File: src/rtl/flag_branch_unit.sv
// Flag register with same-cycle bypass, conditional branch resolution and a
// fixed-length pipeline flush after every taken branch.
module flag_branch_unit #(
  parameter int PC_W         = 32,
  parameter int FLUSH_CYCLES = 2
) (
  input  logic            clk,
  input  logic            rst,
  input  logic            stall,
  input  logic [1:0]      flags_in,
  input  logic            flags_we,
  input  logic            br_valid,
  input  logic [2:0]      br_cond,
  input  logic [PC_W-1:0] br_target,
  output logic [1:0]      flags_q,
  output logic            take_branch,
  output logic [PC_W-1:0] branch_pc,
  output logic            flush,
  output logic            busy,
  output logic [15:0]     taken_cnt,
  output logic            state_dbg
);

  typedef enum logic {IDLE = 1'b0, FLUSH = 1'b1} state_t;

  state_t          state_q, state_d;
  logic [2:0]      cnt_q, cnt_d;
  logic [1:0]      flags_d;
  logic            take_d;
  logic [PC_W-1:0] pc_d;
  logic [15:0]     tcnt_d;
  logic [1:0]      eff_flags;
  logic            cond_true;
  logic            accept;

  // Handshake: a branch is consumed only when br_valid=1, stall=0 and the
  // unit is IDLE; any other br_valid is dropped with no side effect.
  always_comb begin
    eff_flags = flags_we ? flags_in : flags_q;
    cond_true = 1'b0;
    case (br_cond)
      3'd0:    cond_true = eff_flags[0];
      3'd1:    cond_true = ~eff_flags[0];
      3'd2:    cond_true = eff_flags[1];
      3'd3:    cond_true = ~eff_flags[1];
      3'd4:    cond_true = 1'b1;
      default: cond_true = 1'b0;
    endcase
    accept = br_valid && !stall && (state_q == IDLE);
  end

  always_comb begin
    state_d = state_q;
    cnt_d   = cnt_q;
    flags_d = flags_q;
    take_d  = take_branch;
    pc_d    = branch_pc;
    tcnt_d  = taken_cnt;
    if (!stall) begin
      if (flags_we) flags_d = flags_in;
      take_d = 1'b0;
      case (state_q)
        IDLE: begin
          if (accept && cond_true) begin
            state_d = FLUSH;
            cnt_d   = 3'(FLUSH_CYCLES);
            take_d  = 1'b1;
            pc_d    = br_target;
            tcnt_d  = (taken_cnt == 16'hFFFF) ? taken_cnt : taken_cnt + 16'd1;
          end
        end
        FLUSH: begin
          cnt_d = cnt_q - 3'd1;
          if (cnt_q == 3'd1) state_d = IDLE;
        end
        default: state_d = IDLE;
      endcase
    end
  end

  // The counter register is written every cycle (holding its value under
  // stall) so the saturating count always reflects the last stored value.
  always_ff @(posedge clk or negedge rst) begin
    if (!rst) begin
      state_q     <= IDLE;
      cnt_q       <= 3'd0;
      flags_q     <= 2'b00;
      take_branch <= 1'b0;
      branch_pc   <= '0;
      taken_cnt   <= 16'd0;
    end else begin
      state_q     <= state_d;
      cnt_q       <= cnt_d;
      flags_q     <= flags_d;
      take_branch <= take_d;
      branch_pc   <= pc_d;
      taken_cnt   <= tcnt_d;
    end
  end

  assign flush     = (state_q == FLUSH);
  assign busy      = (state_q == FLUSH);
  assign state_dbg = state_q;

endmodule

File: config.mk
export PLATFORM = sky130hd
export DESIGN_NAME = flag_branch_unit
export DESIGN_NICKNAME = d
export VERILOG_FILES = /design/src/rtl/flag_branch_unit.sv
export SDC_FILE = /design/constraint.sdc
export NUM_CORES = 1
export LEC_CHECK = 0
export CORE_ASPECT_RATIO = 0.5
export CORE_UTILIZATION = 44
export DETAILED_ROUTE_END_ITERATION = 10
export MAX_ROUTING_LAYER = met4
export PLACE_DENSITY = 0.77
export SLEW_MARGIN = 40
export SYNTH_ARGS = -nofsm -noshare
export SYNTH_HDL_FRONTEND = slang
export SYNTH_SLANG_ARGS = --single-unit
File: constraint.sdc
create_clock -name clk -period 2.9 [get_ports clk]
set_clock_uncertainty 0.1 [all_clocks]
set_input_delay 0.29 -clock clk [delete_from_list [all_inputs] [get_ports clk]]
set_output_delay 0.29 -clock clk [all_outputs]
set_load 0.01 [all_outputs]
* Yosys cells after proc, flatten, opt, wreduce, memory -nomap -nowiden
Index checks and enable logic that the tools add are counted.
Storage, ports and cells: bits in registers 55, input port bits 42, output and inout bits 54, logic and storage cells 36
Cells by class: add/sub/neg operators 2, eq/ne operators 7, muxes and demuxes 8, bitwise logic cells 5, reductions and logical operators 8
Operators by type and width (number):
- 16-bit by 1-bit adder with 16-bit output (second input constant) | 1
- 16-bit == test (second input constant) | 1
- 3-bit by 1-bit == test with 1-bit output (second input constant) | 2
- 3-bit by 2-bit == test with 1-bit output (second input constant) | 2
- 3-bit one-hot mux with 2 select lines | 1
- 1-bit inverter | 5
- 1-bit one-hot mux with 5 select lines | 1
- 4-bit AND reduction | 1
- 3-bit == test (second input constant) | 1
- 1-bit logical AND | 3
- 3-bit zero test | 1
- 1-bit two-way mux | 3
- 3-bit two-way mux | 1
- 3-bit AND reduction | 1
- 3-bit by 1-bit subtractor with 3-bit output (second input constant) | 1
- 2-bit two-way mux | 1
- 2-bit by 1-bit != test with 1-bit output (second input constant) | 1
- 1-bit one-hot mux with 2 select lines | 1
- 2-bit AND reduction | 1
- 1-bit zero test | 1

* Depth between registers and ports, before layout
depth after elaboration 6, depth in mapped cells 7

* Worst setup path after synthesis
OpenSTA, ideal clock, no wires.
path kind register to register, start reg flags_q[0], end reg branch_pc[10], data arrival time 1.934 ns, data required time 2.675 ns, slack 0.741 ns, cell stages (with the launch flop) 7, period minus slack after synthesis 2.159 ns, path through dfrtp_1 mux2_4 or4b_4 o311ai_4 nand2_8 buf_6 mux2_4
On the way: cells in the longest elaborated chain, start to end 5
RTL lines:
- start: declaration | RTL line 15 | output logic [1:0] flags_q,
- start signal: assignment | RTL line 94 | flags_q <= flags_d;
- 2-bit two-way mux *
- 1-bit inverter | RTL line 43 | 3'd1: cond_true = ~eff_flags[0];
- 1-bit one-hot mux with 5 select lines * | RTL line 41 | case (br_cond)
- 1-bit logical AND * | RTL line 64 | if (accept && cond_true) begin
- 3-bit AND reduction (no source line) *
- end signal: assignment | RTL line 96 | branch_pc <= pc_d;
- end: declaration | RTL line 17 | output logic [PC_W-1:0] branch_pc,
Mark *: on every way between the ends. The rest lies on a longest branch, timed or not. A chain may end at the register's enable or synchronous reset.

* Final worst setup path
start in flags_we, end reg taken_cnt[1]
On the way: cells in the longest elaborated chain, start to end 5
RTL lines:
- start: declaration | RTL line 11 | input logic flags_we,
- 2-bit two-way mux *
- 1-bit inverter (on tied branches) | RTL line 45, 43
- 1-bit one-hot mux with 5 select lines * | RTL line 41
- 1-bit logical AND * | RTL line 64
- 4-bit AND reduction (no source line) *
- end signal: assignment | RTL line 97 | taken_cnt <= tcnt_d;
- end: declaration | RTL line 20 | output logic [15:0] taken_cnt,
Marks and branches as above.

==> flow_metrics.tcl <==
set metrics [dict create \
    p_leak_nw 1.63 \
    slew_headroom 0.543 \
    rows 19 \
    drc 0 \
    hold_viol_final 0 \
    grt_max_degree 56 \
    utilization 0.672 \
    ys_warn_count 0 \
    avgViaCountPerCell 5.02 \
    htree_levels 2 \
    initial_core_util 0.463 \
    drtAntennaViolNets 0 \
    track_usage 0.202 \
    grt-ovfl-total 0 \
    cts_tree "done" \
    critPathRequiredTime_ps 2980 \
    yosysUniqueCellTypes 31 \
    dieArea_um2 6150 \
    numCtsBuffers 5 \
    grt_pass1_wl_um 9290 \
    post-route-period-util 0.838 \
    cts_max_path_buffers 2 \
    fin_nets 334 \
    powerDensity_nw_per_um2 844 \
    yosysSeqAreaShare 0.537 \
    peakVddDrop_mv 0.469 \
    netlist_area_um2 2560 \
    antenna_found_initial 0 \
    cts_hold_buf 0 \
    fmax_ghz 0.412 \
    cp_slowest_cell "or4b_4" \
    clk_pin_slew_worst_paths_ps 70 \
    place.gp.congestion 0.830 \
    reg2reg_slack_ps 640 \
    maxCapViolCount 0 \
    cts_resized 0 \
    syn_inst 189 \
    syn-mean-instance-area_um2 13.6 \
    reg2reg_depth 6 \
    setup_viol 0 \
    clk_latency_ps 290 \
    p_total_w 0.00315 \
    rsz0062_at_grt "no" \
    die_x_um 110 \
    dp.cells 355 \
    hold_ws_ps 18.3 \
    cts_setup_buffers 0 \
    status "finished, final reports clean" \
    worst-path-max-fanout 17 \
    endpoint_kind "flip-flop" \
    crit_type "input port to flip-flop" \
    grt_pass1_vias 1921 \
    core_area_um2 5540 \
    min_path_type "input port to asynchronous set/reset pin" \
    slew_viol_final 0 \
    dpl.hpwl_um 3980 \
    critPathArrivalTime_ps 2510 \
    finalSetupTns_ps 0 \
    areaGrowthSynthToFinish_pct 45.4 \
    cts-root-buf "clkbuf_16" \
    syn_nets 234 \
    drt-total-wl_um 5600 \
    max_slew.worst_pin.slew_ps 685 \
    drtIter0Drc 49 \
    worstPathCellList "clkdlybuf4s50_1 -> mux2_4 -> or4b_4 -> o311ai_4 -> buf_4 -> nand3_1 -> mux2_2" \
    r2r-start "flags_q[0]" \
    final_cells 363 \
    num_antenna_cells 0 \
    start_kind "input port" \
    drive_gt1_frac 0.197 \
    dr.pass1.iters 4 \
    synth.ff_latch_count 55 \
    cpPeakStageDelay_ps 530 \
    clock_sinks 55 \
    io_buffers 95 \
    r2r_end "taken_cnt[1]" \
    wl_per_cell_um 15.4 \
    ios 96 \
    via_count 1822 \
    post-route-min-period_ps 2430 \
    fp.dieH_um 56.0 \
]
## critical path, delay by kind of cell
kind / cells / cell delay, ps
buf+inv: 2 / 810
simple gates: 2 / 680
mux: 2 / 610
compound gates: 1 / 110
## cell usage after synthesis (all sizes together)
cell,n,area [um^2]
nand4,7,43.8
ha,3,37.5
clkbuf,1,3.75
xnor2,13,114
o311ai,1,26.3
a22oi,1,7.51
nor2,6,22.5
nor3b,1,12.5
dfrtp,55,1380
and3b,1,8.76
and3,2,12.5
nor4,4,25.0
a21oi,2,10.0
inv,4,15.0
xor2,2,17.5
nand3,15,75.1
buf,7,57.5
mux2,39,544
nor3,4,20.0
nand2,13,65.1
nor2b,2,12.5
nor4bb,2,20.0
or4b,1,13.8
nand2b,1,6.26
mux2i,1,10.0
o21ai,1,5.00
## layer usage
layer / vias up / GRT usage / wire [um]
met5: - / - / 0
met4: 0 / 0.0571 / 84
met3: 8 / 0.0328 / 183
met2: 44 / 0.338 / 2860
met1: 904 / 0.255 / 2470
li1: 866 / - / -
## placed cells by master (no fill, tap or decap), types with 5 or more instances in the layout
master / count
nor2_1: 6
xnor2_1: 13
nand2_1: 12
dfrtp_1: 55
clkdlybuf4s50_1: 94
nand4_1: 7
mux2_4: 28
clkbuf_16: 5
mux2_2: 11
nand3_1: 15
buf_4: 6
## cells by family (layout without fill, tap and decap cells)
logic type | Yosys count | count (layout) | synth area share
AND/OR/NAND/NOR | 59 | 59 | 0.132
flip-flops | 55 | 55 | 0.537
multiplexers | 40 | 40 | 0.216
XOR/XNOR | 15 | 15 | 0.0513
buffers and inverters | 12 | 113 | 0.0298
AO/OA/AOI/OAI | 5 | 5 | 0.0190
adder cells (fa/ha/maj) | 3 | 3 | 0.0146
## metrics by stage
stage                     setup slack (ps)  cell area (um^2)
final                                  470              3720
after global routing                   403              3720
after CTS                              479              3720
after detailed placement               168              3580
after global placement                 199              3580
after floorplan                        741              2560
## worst max path at each step
stage,slack (ps),depth (start not counted),from,endpoint
6_report,470,7,flags_we,taken_cnt[1]
2_1_floorplan,740,6,flags_q[0],branch_pc[10]
4_1_cts,480,7,flags_we,taken_cnt[1]
5_1_grt,400,7,flags_we,taken_cnt[1]
3_5_place_dp,170,7,flags_we,taken_cnt[1]
3_3_place_gp,200,7,flags_we,taken_cnt[1]
## state kept, by name, summed over array words and instances, names as in the netlist
| signal | count |
|---|---|
| branch_pc | 32 |
| busy | 1 |
| taken_cnt | 16 |
| cnt_q | 3 |
| take_branch | 1 |
| flags_q | 2 |
## power by group
group          leakage, nW  internal [W]  switching [W]
clock               0.0669      0.000320       0.000268
combinational        0.878      0.000864       0.000452
sequential           0.687       0.00105       0.000194
## cell type report
cell class,instances,area (um^2)
clock buffers,6,129
clock inverters,2,12.5
fillers,433,1810
inverters,4,15.0
multi-input cells,122,1110
flip-flops and latches,55,1380
well taps,73,91.3
repair buffers,101,991
(Power assumes the default switching activity.)
